`config.mk`:
```
export PLATFORM = sky130hd
export DESIGN_NAME = mem_port_arbiter
export DESIGN_NICKNAME = d
export VERILOG_FILES = /design/src/rtl/mem_port_arbiter.sv
export SDC_FILE = /design/constraint.sdc
export NUM_CORES = 1
export LEC_CHECK = 0
export ABC_AREA = 1
export BUFFER_PORTS_ARGS = -buffer_cell sky130_fd_sc_hd__buf_2
export CAP_MARGIN = 25
export CORE_MARGIN = 3
export CORE_UTILIZATION = 43
export CTS_CLUSTER_SIZE = 30
export DETAILED_ROUTE_END_ITERATION = 10
export GPL_TIMING_DRIVEN = 0
export PLACE_DENSITY = 0.77
export SYNTH_ARGS = -nofsm -noshare
export SYNTH_HDL_FRONTEND = slang
export SYNTH_SLANG_ARGS = --single-unit
```
`constraint.sdc`:
```
create_clock -name clk -period 1.36 [get_ports clk]
set_clock_uncertainty 0.1 [all_clocks]
set_input_delay 0.272 -clock clk [delete_from_list [all_inputs] [get_ports clk]]
set_output_delay 0.272 -clock clk [all_outputs]
set_load 0.02 [all_outputs]
```
`src/rtl/mem_port_arbiter.sv`:
```
// -----------------------------------------------------------------------------
// mem_port_arbiter
//
// Shares one single-port synchronous RAM between the instruction-fetch port
// (IF, read only) and the data-memory port (MEM, read or write). Each access
// is sequenced by a small FSM:
//   IDLE -> ISSUE -> [WAIT ...] -> CAPTURE -> RESP -> IDLE
// The RAM sees exactly one ram_en cycle per grant, read data is captured
// RAM_LAT cycles after that strobe, and the owner gets a one-cycle ack.
// Ties are broken round-robin against the last completed owner, so MEM wins
// the first tie after reset.
//
// Parameters:
//   AW       address width
//   DW       data width
//   RAM_LAT  cycles from the ram_en cycle to ram_rdata valid (1..8)
//
// Ports:
//   clk, resetn                  clock / asynchronous active-low reset
//   if_req, if_addr              IF read request (level, held until if_ack)
//   if_rdata, if_ack             IF read data (held) and completion pulse
//   mem_req, mem_we, mem_addr,
//   mem_wdata                    MEM request (level, held until mem_ack)
//   mem_rdata, mem_ack           MEM read data (held) and completion pulse
//   ram_en, ram_we, ram_addr,
//   ram_wdata, ram_rdata         single-port RAM interface
//   stall_if, stall_mem          pipeline freezes while a request is pending
// -----------------------------------------------------------------------------
module mem_port_arbiter #(
  parameter int AW      = 32,
  parameter int DW      = 32,
  parameter int RAM_LAT = 1
) (
  input  logic          clk,
  input  logic          resetn,
  input  logic          if_req,
  input  logic [AW-1:0] if_addr,
  output logic [DW-1:0] if_rdata,
  output logic          if_ack,
  input  logic          mem_req,
  input  logic          mem_we,
  input  logic [AW-1:0] mem_addr,
  input  logic [DW-1:0] mem_wdata,
  output logic [DW-1:0] mem_rdata,
  output logic          mem_ack,
  output logic          ram_en,
  output logic          ram_we,
  output logic [AW-1:0] ram_addr,
  output logic [DW-1:0] ram_wdata,
  input  logic [DW-1:0] ram_rdata,
  output logic          stall_if,
  output logic          stall_mem
);

  // Wide enough for the largest legal latency; never wraps.
  localparam int CW = $clog2(8) + 1;

  typedef enum logic [2:0] {
    S_IDLE,
    S_ISSUE,
    S_WAIT,
    S_CAPTURE,
    S_RESP
  } state_t;

  state_t        r_state;
  state_t        w_state_next;

  logic [CW-1:0] r_cnt;
  logic          r_owner_mem;   // 1 = MEM owns the current access
  logic          r_last_mem;    // 1 = last completed access was MEM
  logic          r_ram_en;
  logic          r_ram_we;
  logic [AW-1:0] r_ram_addr;
  logic [DW-1:0] r_ram_wdata;
  logic [DW-1:0] r_if_rdata;
  logic [DW-1:0] r_mem_rdata;
  logic          r_if_ack;
  logic          r_mem_ack;

  logic          w_grant;
  logic          w_grant_mem;
  logic          w_capture_done;

  // A grant is only taken in IDLE. On a tie the port that did not go last
  // wins; r_last_mem resets to IF so MEM takes the first tie.
  assign w_grant     = (r_state == S_IDLE) && (if_req || mem_req);
  assign w_grant_mem = mem_req && (!if_req || !r_last_mem);
  assign w_capture_done = (r_state == S_CAPTURE);

  // ---------------------------------------------------------------------------
  // State register
  // ---------------------------------------------------------------------------
  always_ff @(posedge clk or negedge resetn) begin
    if (!resetn) begin
      r_state <= S_IDLE;
    end else begin
      r_state <= w_state_next;
    end
  end

  // ---------------------------------------------------------------------------
  // Next-state logic
  // ---------------------------------------------------------------------------
  always_comb begin
    w_state_next = r_state;
    case (r_state)
      S_IDLE: begin
        if (w_grant) begin
          w_state_next = S_ISSUE;
        end
      end
      S_ISSUE: begin
        w_state_next = (RAM_LAT > 1) ? S_WAIT : S_CAPTURE;
      end
      S_WAIT: begin
        // cnt was loaded with RAM_LAT-1 at grant; leaving when it reads 1
        // lands CAPTURE exactly RAM_LAT cycles after the ram_en cycle.
        if (r_cnt == CW'(1)) begin
          w_state_next = S_CAPTURE;
        end
      end
      S_CAPTURE: begin
        w_state_next = S_RESP;
      end
      S_RESP: begin
        w_state_next = S_IDLE;
      end
      default: begin
        w_state_next = S_IDLE;
      end
    endcase
  end

  // ---------------------------------------------------------------------------
  // Datapath registers: request snapshot, RAM strobe, read data and acks
  // ---------------------------------------------------------------------------
  always_ff @(posedge clk or negedge resetn) begin
    if (!resetn) begin
      r_cnt       <= '0;
      r_owner_mem <= 1'b0;
      r_last_mem  <= 1'b0;
      r_ram_en    <= 1'b0;
      r_ram_we    <= 1'b0;
      r_ram_addr  <= '0;
      r_ram_wdata <= '0;
      r_if_rdata  <= '0;
      r_mem_rdata <= '0;
      r_if_ack    <= 1'b0;
      r_mem_ack   <= 1'b0;
    end else begin
      // ram_en is high only in the ISSUE cycle that follows a grant.
      r_ram_en <= w_grant;

      if (w_grant) begin
        r_owner_mem <= w_grant_mem;
        r_cnt       <= CW'(RAM_LAT - 1);
        if (w_grant_mem) begin
          r_ram_addr  <= mem_addr;
          r_ram_we    <= mem_we;
          r_ram_wdata <= mem_wdata;
        end else begin
          // IF is read only; ram_wdata keeps its previous value.
          r_ram_addr <= if_addr;
          r_ram_we   <= 1'b0;
        end
      end else if (r_state == S_WAIT) begin
        r_cnt <= r_cnt - CW'(1);
      end

      // ram_rdata is valid during CAPTURE; writes leave rdata untouched.
      if (w_capture_done && !r_ram_we) begin
        if (r_owner_mem) begin
          r_mem_rdata <= ram_rdata;
        end else begin
          r_if_rdata <= ram_rdata;
        end
      end

      if (w_capture_done) begin
        r_last_mem <= r_owner_mem;
      end

      // Acks are high during RESP only; only one owner exists at a time, so
      // the two acks can never overlap.
      r_if_ack  <= w_capture_done && !r_owner_mem;
      r_mem_ack <= w_capture_done &&  r_owner_mem;
    end
  end

  // ---------------------------------------------------------------------------
  // Outputs
  // ---------------------------------------------------------------------------
  assign ram_en    = r_ram_en;
  assign ram_we    = r_ram_we;
  assign ram_addr  = r_ram_addr;
  assign ram_wdata = r_ram_wdata;
  assign if_rdata  = r_if_rdata;
  assign if_ack    = r_if_ack;
  assign mem_rdata = r_mem_rdata;
  assign mem_ack   = r_mem_ack;

  assign stall_if  = if_req  && !r_if_ack;
  assign stall_mem = mem_req && !r_mem_ack;

endmodule

```
==> out/summary.md <==
### Logic synthesis
• multiplexer share of the synthesized area: 0%
• synthesis-stage register bit count: 141
• Avg Synthesized Cell Area: 8.83 sq um
• compound-cell area share of the yosys netlist: 8.14%
• simple-gate share of the synthesized area: 26.0%
• largest family of logic cells by synthesized area: simple AND/OR/NAND/NOR gates
• sequential area share after synthesis: 58.4%
• count of distinct cell types in the synthesized netlist: 23
• number of nets in the synthesized netlist: 819
• Syn Std Cell Area: 6040 sq um
• number of warnings printed during yosys synthesis: 0
• count of mapped cells out of synthesis: 684
• arithmetic-cell share of the synthesized area counting full adders, half adders and majority gates: 0.414%
• xor-xnor portion of the synthesized cell area: 0.145%

### Global route
• maximum number of pins on one net before global-route repair: 84
• antenna violations before repair: 1
• global routing usage summed across all routing layers: 22.9%
• wire length of the first global-routing pass: 28,800 microns
• GRT overflow: 0
• via count of the first global-routing pass: 5,628

### Placement
• count of buffers from port buffering: 266
• gp weighted congestion: 0.841
• placed insts: 1,127
• placed wire-length estimate after detailed placement: 12,100 microns

### Finish
• non-filler instance count after layout: 1,257
• nets: 1,204
• core utilization of the finished layout: 74.4%
• count of filler cells inserted in the layout: 899
• layout-stage area growth over the synthesis result: 66.3%
• share of final-layout standard cells stronger than drive strength 1: 51.7%

### Power and ir drop
• share of power burned in the clock network: 16.1%
• leakage power: 5.58 nW
• Peak VDD IR: 0.00123 V
• switching power: 10.8 mW
• switching portion of total power: 41.8%
• total power density per cell area: 2570 nW/um^2
• Internal Pwr Total: 15.0 mW
• relative contribution of combinational cells to total power: 54.3%
• sequential group share of total power: 29.6%

### Routing
• detailed-route DRC error count: 0
• average wire per cell in the routed design: 17.0 microns
• iteration-0 DRC count of the detailed router: 363
• routed vias: 6,272
• number of detailed-route iterations in the first pass: 6
• residual antenna-violating net count after detailed routing: 0
• number of vias per cell: 4.99
• wirelength, routed: 21,400 microns

### Timing
• count of final setup violators: 134
• final cycle utilization of the critical path: 111%
• relative max-transition margin: 71.7%
• Slew Viols, Final: 0
• Final min period: 1.51 ns
• Peak Freq: 0.664 GHz
• pin slew with the least headroom to its limit: 0.424 ns
• final hold viol count: 0
• unrepaired setup endpoints after global routing: yes
• final worst slack: -0.146 ns

### Die
• Ports: 267
• horizontal die dimension: 125 microns
• starting utilization of the core area: 44.7%
• Core Region: 13,500 sq um
• total die area: 15,500 sq um
• number of cell rows: 42
• DIE HEIGHT: 125 microns

### Critical path
• Critical Setup Path Class: reg2reg
• type of element launching the critical path: register
• largest fanout on the critical path: 6
• Required @ worst endpoint: 1.56 ns
• element type at the critical path end: register
• worst endpoint data arrival time: 1.70 ns

### Clocking
• Clock Tree Root: sky130_fd_sc_hd__clkbuf_16
• CTS H-Tree Depth: 4
• CTS max path bufs: 2
• TritonCTS clock tree: built
• Clock Sink Count: 141
• clock buffers created by TritonCTS: 17
• clock latency on the worst-skew pair: 0.41 ns
• Reg clk slew, reported paths: 0.06 ns

### Run status
• failing checks: setup timing
• run status: finished, violations left

### Min path
• Worst Hold Class: in2reg

### Flow run
• max_cap viols: 0

-- final cells by class --
type,instances,area [sq um],share of cell area [%]
plain buffers,33,394,3.92
multi-input cells,469,2520,25.0
inverters,42,181,1.81
clock buffers,23,488,4.86
clock inverters,7,40.0,0.398
flip-flops and latches,141,3530,35.1
well taps,176,220,2.19
repair buffers,365,2680,26.6
diodes,1,2.50,0.0249
-- path summary, 6_finish.rpt --
kind / start / to / depth (start not counted) / slack, ns
worst max-delay path: r_state[1] / if_rdata[6] / 7 / -0.15
worst min-delay path: mem_wdata[6] / ram_wdata[6] / 3 / 0.02
worst max register to register: r_state[1] / if_rdata[6] / 7 / -0.15
worst min register to register: ram_addr[22] / ram_addr[22] / 2 / 0.38
max in group asynchronous: resetn / ram_addr[28] / 3 / 0.19
min in group asynchronous: resetn / ram_wdata[1] / 2 / 0.26
-- cell usage after synthesis --
| master | number | area share, % |
|---|---|---|
| sky130_fd_sc_hd__inv_2 | 1 | 0.062 |
| sky130_fd_sc_hd__nand2_2 | 2 | 0.21 |
| sky130_fd_sc_hd__o21ai_2 | 36 | 5.2 |
| sky130_fd_sc_hd__xor2_1 | 1 | 0.14 |
| sky130_fd_sc_hd__nor2_1 | 14 | 0.87 |
| sky130_fd_sc_hd__inv_4 | 1 | 0.10 |
| sky130_fd_sc_hd__nand3_4 | 1 | 0.29 |
| sky130_fd_sc_hd__a21oi_4 | 1 | 0.27 |
| sky130_fd_sc_hd__clkbuf_1 | 3 | 0.19 |
| sky130_fd_sc_hd__a21oi_1 | 2 | 0.17 |
| sky130_fd_sc_hd__buf_4 | 5 | 0.62 |
| sky130_fd_sc_hd__o21ai_0 | 2 | 0.17 |
| sky130_fd_sc_hd__inv_1 | 40 | 2.5 |
| sky130_fd_sc_hd__nor3_1 | 2 | 0.17 |
| sky130_fd_sc_hd__buf_2 | 15 | 1.2 |
| sky130_fd_sc_hd__dfrtp_1 | 141 | 58 |
| sky130_fd_sc_hd__nand3_1 | 36 | 3.0 |
| sky130_fd_sc_hd__nor2_4 | 1 | 0.19 |
| sky130_fd_sc_hd__ha_1 | 2 | 0.41 |
| sky130_fd_sc_hd__o21ai_1 | 28 | 2.3 |
| sky130_fd_sc_hd__buf_6 | 12 | 2.2 |
| sky130_fd_sc_hd__nand2_1 | 337 | 21 |
| sky130_fd_sc_hd__nand3b_4 | 1 | 0.33 |
-- logic make-up (layout without fill, tap and decap cells) --
logic type	count (synthesis)	in the layout
AO/OA/AOI/OAI	69	69
XOR/XNOR	1	1
adder cells (fa/ha/maj)	2	2
buffers and inverters	77	470
flip-flops	141	141
other	0	1
AND/OR/NAND/NOR	394	397
-- registers in the layout, indices dropped and copies added, names as in the netlist --
signal       flops
if_rdata        32
mem_rdata       32
ram_addr        32
ram_wdata       32
r_cnt            4
r_state          3
if_ack           1
mem_ack          1
r_last_mem       1
r_owner_mem      1
ram_en           1
ram_we           1
-- stage by stage --
stage	power [mW]	cell area [sq um]	TNS (ns)	setup slack (ns)	hold WS (ns)
2_1_floorplan	13.4	6040	0	0.0148	-0.124
3_3_place_gp	16.6	7600	-310.92	-2.07	0.348
3_5_place_dp	16.8	7630	-25.71	-0.386	0.177
4_1_cts	22.0	8710	-5.92	-0.0907	0.00128
5_1_grt	27.2	10000	-18.47	-0.212	0.00136
6_report	25.8	10000	-9.10	-0.146	0.0154
-- per-layer routing --
metal  up-vias  wire, microns  GRT usage [%]
met5         -              0              0
met4         0            740           7.99
met3        57           1350           5.96
met2       281          11200           39.0
met1      3027           8110           28.1
li1       2907              -              -
-- power groups by stage --
stage	sequential [mW]	clock, mW	combinational [mW]
2_1_floorplan	9.59	0	3.83
3_3_place_gp	7.26	0	9.31
3_5_place_dp	7.29	0	9.56
4_1_cts	7.30	4.19	10.5
5_1_grt	7.84	4.42	14.9
6_report	7.64	4.15	14.0
-- timing repair --
item / in CTS / in global routing
setup buffers: 19 / 49
setup endpoints to repair: 136 / 289
pin swaps: 10 / 45
hold endpoints to repair: 76 / 0
resized for setup: 52 / 263
hold buffers: 19 / 0
gates cloned: 6 / 9
-- worst max-delay path, cell delays in order, from the launching register on --
cell and delay [ns]:
sky130_fd_sc_hd__dfrtp_1 0.40, sky130_fd_sc_hd__nand2_2 0.10, sky130_fd_sc_hd__nor2_4 0.11, sky130_fd_sc_hd__buf_12 0.13, sky130_fd_sc_hd__nand3b_4 0.16, sky130_fd_sc_hd__clkbuf_16 0.21
sky130_fd_sc_hd__nand2_1 0.10, sky130_fd_sc_hd__o21ai_2 0.08
-- cell usage in the layout, fill, tap and decap left out, drive strengths merged --
cell type / n
dfrtp: 141
nor2: 15
diode: 1
dlygate4sd3: 19
xor2: 1
clkinvlp: 3
clkinv: 6
buf: 370
clkbuf: 32
ha: 2
nor3: 2
nand2: 340
inv: 40
o21ai: 66
a21oi: 3
nand3b: 2
nand3: 38
Note: power is estimated with default switching activity, not from simulation.
